File: src/rtl/lenet_pkg.sv
// ============================================================================
// Module      : lenet_pkg
// Description : Shared LeNet constants and the one-hot FSM state encoding.
// Revision    : 1.0 - initial release
// ============================================================================
`default_nettype none

package lenet_pkg;

    localparam int C_NUM_CLASS = 10;
    localparam int C_DATA_W    = 16;

    typedef logic [3:0] state_t;

    localparam logic [3:0] C_ST_IDLE  = 4'b0001;
    localparam logic [3:0] C_ST_SCAN  = 4'b0010;
    localparam logic [3:0] C_ST_DRAIN = 4'b0100;
    localparam logic [3:0] C_ST_DONE  = 4'b1000;

endpackage

`default_nettype wire

File: src/rtl/argmax_cmp.sv
// ============================================================================
// Module      : argmax_cmp
// Description : Registered signed compare-and-update of the running maximum.
// Revision    : 1.0 - initial release
// ============================================================================
`default_nettype none

module argmax_cmp #(
    parameter int DATA_W = 16,
    parameter int ADDR_W = 4,
    parameter int IDX_W  = 4
) (
    input  logic              clk,
    input  logic              rst,
    input  logic              cmp_v,
    input  logic [ADDR_W-1:0] cmp_idx,
    input  logic [DATA_W-1:0] rd_data,
    output logic [DATA_W-1:0] best,
    output logic [IDX_W-1:0]  best_idx
);

    logic w_first;
    logic w_greater;

    assign w_first   = (cmp_idx == '0);
    // Strictly greater, so a tie keeps the earlier (lower) index.
    assign w_greater = $signed(rd_data) > $signed(best);

    always_ff @(posedge clk or posedge rst) begin
        if (rst) begin
            best     <= '0;
            best_idx <= '0;
        end else if (cmp_v && (w_first || w_greater)) begin
            best     <= rd_data;
            best_idx <= IDX_W'(cmp_idx);
        end
    end

endmodule

`default_nettype wire

File: src/rtl/lenet_argmax.sv
// ============================================================================
// Module      : lenet_argmax
// Description : Scans the FC3 scores and reports the index of the largest.
//               Optional max_score port enabled by ARGMAX_SCORE_OUT_EN.
// Revision    : 1.0 - initial release
// ============================================================================
`default_nettype none

module lenet_argmax
    import lenet_pkg::*;
#(
    parameter int DATA_W    = C_DATA_W,
    parameter int NUM_CLASS = C_NUM_CLASS,
    parameter int ADDR_W    = 4,
    parameter int IDX_W     = 4
) (
    input  logic              clk,
    input  logic              rst,
    input  logic              start,
    output logic              rd_en,
    output logic [ADDR_W-1:0] rd_addr,
    input  logic [DATA_W-1:0] rd_data,
    output logic              busy,
    output logic [IDX_W-1:0]  class_idx,
    output logic              valid
`ifdef ARGMAX_SCORE_OUT_EN
    ,
    output logic [DATA_W-1:0] max_score
`endif
);

    state_t            r_state;
    state_t            w_state_nxt;
    logic              r_start_q;
    logic              w_trig;
    logic [ADDR_W-1:0] r_rd_addr;
    logic              w_last_issue;
    logic              r_cmp_v;
    logic [ADDR_W-1:0] r_cmp_idx;
    logic [DATA_W-1:0] w_best;
    logic [IDX_W-1:0]  w_best_idx;

    assign w_trig       = start & ~r_start_q;
    assign w_last_issue = (r_rd_addr == ADDR_W'(NUM_CLASS - 1));

    always_comb begin
        w_state_nxt = r_state;
        case (r_state)
            C_ST_IDLE:  if (w_trig) w_state_nxt = C_ST_SCAN;
            C_ST_SCAN:  if (w_last_issue) w_state_nxt = C_ST_DRAIN;
            C_ST_DRAIN: if (r_cmp_v && (r_cmp_idx == ADDR_W'(NUM_CLASS - 1)))
                            w_state_nxt = C_ST_DONE;
            C_ST_DONE:  if (w_trig) w_state_nxt = C_ST_SCAN;
            default:    w_state_nxt = C_ST_IDLE;
        endcase
    end

    always_ff @(posedge clk or posedge rst) begin
        if (rst) begin
            r_state   <= C_ST_IDLE;
            r_start_q <= 1'b0;
            r_rd_addr <= '0;
            r_cmp_v   <= 1'b0;
            r_cmp_idx <= '0;
        end else begin
            r_state   <= w_state_nxt;
            r_start_q <= start;
            r_cmp_v   <= rd_en;
            r_cmp_idx <= r_rd_addr;
            // Issue counter restarts on scan entry and parks on the last address.
            if ((w_state_nxt == C_ST_SCAN) && (r_state != C_ST_SCAN))
                r_rd_addr <= '0;
            else if ((r_state == C_ST_SCAN) && !w_last_issue)
                r_rd_addr <= r_rd_addr + ADDR_W'(1);
        end
    end

    argmax_cmp #(
        .DATA_W (DATA_W),
        .ADDR_W (ADDR_W),
        .IDX_W  (IDX_W)
    ) u_argmax_cmp (
        .clk      (clk),
        .rst      (rst),
        .cmp_v    (r_cmp_v),
        .cmp_idx  (r_cmp_idx),
        .rd_data  (rd_data),
        .best     (w_best),
        .best_idx (w_best_idx)
    );

    assign rd_en     = (r_state == C_ST_SCAN);
    assign rd_addr   = r_rd_addr;
    assign busy      = (r_state == C_ST_SCAN) || (r_state == C_ST_DRAIN);
    assign valid     = (r_state == C_ST_DONE);
    assign class_idx = valid ? w_best_idx : '0;

`ifdef ARGMAX_SCORE_OUT_EN
    assign max_score = valid ? w_best : '0;
`else
    logic w_unused_best;
    assign w_unused_best = ^w_best;
`endif

endmodule

`default_nettype wire

File: config.mk
export PLATFORM = sky130hd
export DESIGN_NAME = lenet_argmax
export DESIGN_NICKNAME = d
export VERILOG_FILES = /design/src/rtl/lenet_pkg.sv /design/src/rtl/argmax_cmp.sv /design/src/rtl/lenet_argmax.sv
export SDC_FILE = /design/constraint.sdc
export NUM_CORES = 1
export LEC_CHECK = 0
export BUFFER_PORTS_ARGS = -buffer_cell sky130_fd_sc_hd__clkbuf_2
export CAP_MARGIN = 0
export CELL_PAD_IN_SITES_DETAIL_PLACEMENT = 0
export CELL_PAD_IN_SITES_GLOBAL_PLACEMENT = 1
export CORE_AREA = 8 8 79 81
export CTS_CLUSTER_DIAMETER = 60
export DETAILED_ROUTE_END_ITERATION = 8
export DIE_AREA = 0 0 87 89
export PLACE_DENSITY = 0.76
export SLEW_MARGIN = 25
export SYNTH_ARGS = -nofsm -noshare
export SYNTH_HDL_FRONTEND = slang
export SYNTH_SLANG_ARGS = --single-unit
File: constraint.sdc
create_clock -name clk -period 2.44 [get_ports clk]
set_input_delay 0 -clock clk [delete_from_list [all_inputs] [get_ports clk]]
set_output_delay 0 -clock clk [all_outputs]
set_load 0.01 [all_outputs]
After elaboration in Yosys (flattened, before gate mapping)
Index checks and enable logic that the tools add are counted.
{"block": "word_totals", "ff_bits": 34, "latchBits": 0, "mem_bits_rw": 0, "romBits": 0, "inputBits": 19, "output_inout_bits": 11, "word_cells": 36, "memories": 0}
{"block": "classes", "addsub": 1, "mul": 0, "n_div": 0, "order_cmp": 1, "n_eq_ne": 8, "shift": 0, "mux": 7, "bitwise": 2, "reduce_logical": 10}
{"cell": "$mux W4", "count": 6}
{"cell": "$gt A16 B16 Y1", "count": 1}
{"cell": "$eq A4 B4 Y1 const B", "count": 3}
{"cell": "$pmux W4 S3", "count": 1}
{"cell": "$eq A4 B2 Y1 const B", "count": 2}
{"cell": "$add A4 B1 Y4 const B", "count": 1}
{"cell": "$eq A4 B1 Y1 const B", "count": 1}
{"cell": "$eq A4 B3 Y1 const B", "count": 1}
{"cell": "$logic_and A1 B1 Y1", "count": 4}
{"cell": "$logic_not A4 Y1", "count": 1}
{"cell": "$ne A4 B2 Y1 const B", "count": 1}
{"cell": "$logic_or A1 B1 Y1", "count": 2}
{"cell": "$reduce_bool A2 Y1", "count": 1}
{"cell": "$reduce_or A2 Y1", "count": 1}
{"cell": "$and A1 B1 Y1", "count": 1}
{"cell": "$logic_not A1 Y1", "count": 1}
{"cell": "$not A1 Y1", "count": 1}

Longest topological paths before layout
{"block": "logic_depth", "word_depth": 7, "mapped_depth": 9, "mapped_depth_nobuf": 8}

Hierarchy
From an unflattened synthesis, not the netlist that was laid out.
{"block": "unflattened", "cells_unflattened": 170, "area_unflattened_um2": 2001.9}
{"mod": "argmax_cmp", "n_inst": 1, "cells_per_inst": 105, "area_each_um2": 1302.5, "seq_area_each_um2": 500.5}
{"mod": "lenet_argmax", "n_inst": 1, "cells_per_inst": 65, "area_each_um2": 699.4, "seq_area_each_um2": 351.6}

Least setup slack after synthesis
No wires, ideal clock.
{"block": "synth_path", "path_type": "register -> register", "start": "reg u_argmax_cmp.best[15]", "end": "reg u_argmax_cmp.best[0]", "setup_ns": 0.125, "arrival_ns": 2.096, "slack_ns": 0.219, "path_stages_with_launch": 10, "path_buffers": 1, "period_less_slack_ns": 2.221, "cell_sequence": "dfrtp_1 inv_1 ha_1 nand4_2 nor4_2 a211oi_1 o31ai_1 mux2i_1 buf_6 mux2_4"}
{"block": "synth_between", "elab_chain_len": 3}
{"item": "start: declaration", "line_no": "argmax_cmp.sv:18", "rtl": "output logic [DATA_W-1:0] best,"}
{"item": "start signal: assignment", "line_no": "argmax_cmp.sv:34", "rtl": "best <= rd_data;"}
{"item": "$gt A16 B16 Y1", "line_no": "argmax_cmp.sv:27", "rtl": "assign w_greater = $signed(rd_data) > $signed(best);"}
{"item": "$logic_or A1 B1 Y1", "line_no": "argmax_cmp.sv:33", "rtl": "end else if (cmp_v && (w_first || w_greater)) begin"}
{"item": "$logic_and A1 B1 Y1", "line_no": "argmax_cmp.sv:33"}
No other way between the ends.
A chain may end at the register's enable or synchronous reset.

Final worst setup path
{"block": "layout_path", "start": "reg u_argmax_cmp.best[6]", "end": "reg u_argmax_cmp.best[5]"}
Same word-level chain as after synthesis.

==> run_results.csv <==
group,metric,value,unit
power_and_ir_drop,p_comb_share,42.5,%
grt,grt-ovfl-total,0,
worst_setup_path,cp.depth,10,
worst_setup_path,critical_path_class,"flip-flop to flip-flop",
cts,cts.path.max_buffers,2,
timing,hold_ws,0.00925,ns
placed_design,dp_cells,265,
hold_path,hold_class,"input pin to flip-flop",
synthesis,ys.flop_type,"dfrtp_1",
floorplan,coreArea,4980,sq um
floorplan,rows,26,
synthesis,synth_enable_flop_cells,0,
worst_setup_path,r2r_end,"u_argmax_cmp.best[5]",
drt,drc,0,
layout,fin_cells,291,
floorplan,ios,30,
worst_setup_path,path_cells,"inv_1 > ha_4 > nand4_1 > nor4_4 > a211oi_2 > o31ai_1 > buf_4 > mux2i_4 > clkbuf_16 > mux2_4",
timing,rsz0062_at_grt,"true",
synthesis,synth_cell_types,35,
timing,tightestPinTransition,0.656,ns
power_and_ir_drop,switching_power,0.728,mW
synthesis,synth-seq-area-share,44.9,%
cts,cts_buffers,5,
timing,hold_viol,0,
synthesis,ys_async_sr_fraction,100,%
synthesis,synthCells,165,
worst_setup_path,r2r_slack,-0.03,ns
floorplan,start_util,38.1,%
placed_design,port_buffers,29,
drt,drt-wirelength-per-cell,13.5,microns
worst_setup_path,worstPathArrival,2.66,ns
timing,fin_crit,2.47,ns
layout,drive_above_1_share,35.3,%
cts,tritoncts,"yes",
synthesis,yosysTopAreaCellShare,43.5,%
worst_setup_path,timing.rr.start,"u_argmax_cmp.best[6]",
placed_design,pre_cts_slack,-0.0103,ns
worst_setup_path,end_kind,"flip-flop",
power_and_ir_drop,power_density,902,nW/um^2
worst_setup_path,crit_family,"multiplexers",
worst_setup_path,rr_worst_depth,10,
layout,stdcell_area,2550,sq um
outcome,violations,"setup timing",
grt,grt_pass1_wl,6.68,mm
grt,grt.total_usage,11.1,%
timing,tns,-0.297,ns
synthesis,ys_ff_latch,34,
worst_setup_path,path_max_fanout,8,
grt,antenna_found_initial,0,
layout,area_growth_syn_to_layout,34.1,%
synthesis,syn_nets,202,
synthesis,yosys-top-cells-area,"dfrtp_1 (44%), mux2_4 (16%), ha_1 (12%), inv_1 (4.2%), a21oi_1 (1.8%)",
power_and_ir_drop,p_sw_share,31.7,%
power_and_ir_drop,clockPowerShare,19.0,%
power_and_ir_drop,peakVddDrop,0.313,mV
drt,via_per_inst,4.69,
floorplan,fp.dieH,89,microns
worst_setup_path,max_stage_delay,0.36,ns
timing,relSlewSlack,55.9,%
cts,cts.sinks,34,
synthesis,syn_area_per_cell,11.5,sq um
power_and_ir_drop,p_seq_share,38.5,%
cts,htree_num_levels,2,
synthesis,synth_common_cells,"dfrtp_1 (33), inv_1 (21), mux2_4 (20), ha_1 (18)",
timing,clock.fmax,404,MHz
power_and_ir_drop,power,2.30,mW
drt,first_pass_iters,4,
synthesis,synth_area,1900,sq um
floorplan,die_w,87,microns
power_and_ir_drop,p_leak,1.29,nW
timing,fin_crit_sh,101,%
floorplan,dieArea,7740,sq um
synthesis,yosys_warnings,0,
cts,cts_root_buffer,"clkbuf_8",
layout,fillCellCount,462,
power_and_ir_drop,p_int,1.57,mW
synthesis,synth.most_common_cell,"dfrtp_1",
placed_design,place_area,2160,sq um
drt,via_count,1365,
layout,final_nets,257,
timing,slew_viol_final,0,
placed_design,place_congestion,0.694,
layout,final_core_util,51.2,%
worst_setup_path,crit_start,"u_argmax_cmp.best[6]",
drt,drt_wl_total,3.94,mm
timing,setup_viol,12,
drt,drt_first_iter_violations,64,
timing,setup_ws,-0.0347,ns
job,cap_viol_max_count,0,
outcome,status,"finished with violations",
timing,clock_skew,0.00585,ns
grt,grt_pass1_vias,1452,
worst_setup_path,cp-endpoint,"u_argmax_cmp.best[5]",
worst_setup_path,path_buf_inv,3,
synthesis,yosysTopAreaCell,"dfrtp_1",
cts,insertion_delay,0.29,ns
worst_setup_path,crit_required,2.62,ns
worst_setup_path,crit_path_start_kind,"flip-flop",
drt,ant_nets,0,
grt,grt_max_degree,35,
layout,antenna_cells,0,
placed_design,hpwl,2.58,mm
cts,clk_pin_slew,0.07,ns
worst_setup_path,cp_slowest_cell,"dfrtp_1",
## sequential cells by signal, indices dropped and copies added (netlist names)
signal,flops
r_cmp_idx,4
r_cmp_v,1
r_start_q,1
r_state,4
rd_addr,4
u_argmax_cmp.best,16
u_argmax_cmp.best_idx,4
## timing repair
| action | in CTS | in global routing |
|---|---|---|
| setup buffers | 0 | 2 |
| pin swaps | 0 | 5 |
| resized for setup | 4 | 8 |
| setup endpoints to repair | 20 | 20 |
| endpoints found under the hold margin | 47 | 0 |
| hold buffers | 15 | 0 |
| cloned | 0 | 1 |
## power groups by stage
| stage | logic (mW) | registers, mW | clock network (mW) |
|---|---|---|---|
| after floorplan | 0.637 | 0.858 | 0 |
| after global placement | 0.792 | 0.885 | 0 |
| after detailed placement | 0.798 | 0.885 | 0 |
| after CTS | 0.884 | 0.883 | 0.449 |
| after global routing | 1.09 | 0.910 | 0.482 |
| final | 0.975 | 0.884 | 0.437 |
## per-layer routing
layer  global-route usage [%]  wire length (microns)  up-vias
met2                     17.3                   1830       29
met3                     3.86                    177       10
li1                         -                      -      677
met4                     5.16                     89        0
met5                        0                      0        -
met1                     13.5                   1840      649
## worst min-delay path by stage
stage,start,to,depth (start not counted)
after floorplan,start,r_start_q,0
final,rd_data[15],u_argmax_cmp.best[15],2
after global placement,rst,r_start_q,3
after detailed placement,rst,r_start_q,3
after CTS,rd_data[14],u_argmax_cmp.best[14],2
after global routing,rd_data[7],u_argmax_cmp.best[7],2
## final cells by class
type | instances | area [sq um] | share of cell area (%)
Clock buffer | 6 | 82.6 | 3.24
Multi-Input combinational cell | 106 | 1050 | 41.1
Tap cell | 70 | 87.6 | 3.44
Inverter | 21 | 78.8 | 3.10
Sequential cell | 34 | 852 | 33.5
Timing Repair Buffer | 52 | 385 | 15.1
Clock inverter | 2 | 12.5 | 0.491
## cells in the final DEF, fill, tap and decap left out, types with 3 or more instances in the layout
cell type / n
nor3_1: 7
ha_1: 12
inv_1: 19
ha_4: 6
mux2_4: 20
xor2_1: 4
dfrtp_1: 33
nand4_1: 3
dlygate4sd3_1: 15
and2_1: 4
nor2_1: 6
nand2_1: 5
a21oi_1: 7
clkbuf_2: 29
nand2b_1: 4
buf_4: 6
a31oi_1: 3
clkbuf_8: 6
o21ai_0: 4
## cell families after synthesis
logic type / Yosys count / synth area share, %
fa+ha+maj: 18 / 11.9
simple gates: 40 / 12.0
buf+inv: 25 / 5.74
flops: 34 / 44.9
compound gates: 22 / 6.86
mux: 21 / 16.3
xor+xnor: 5 / 2.31
Power figures use the tool's default switching activity.
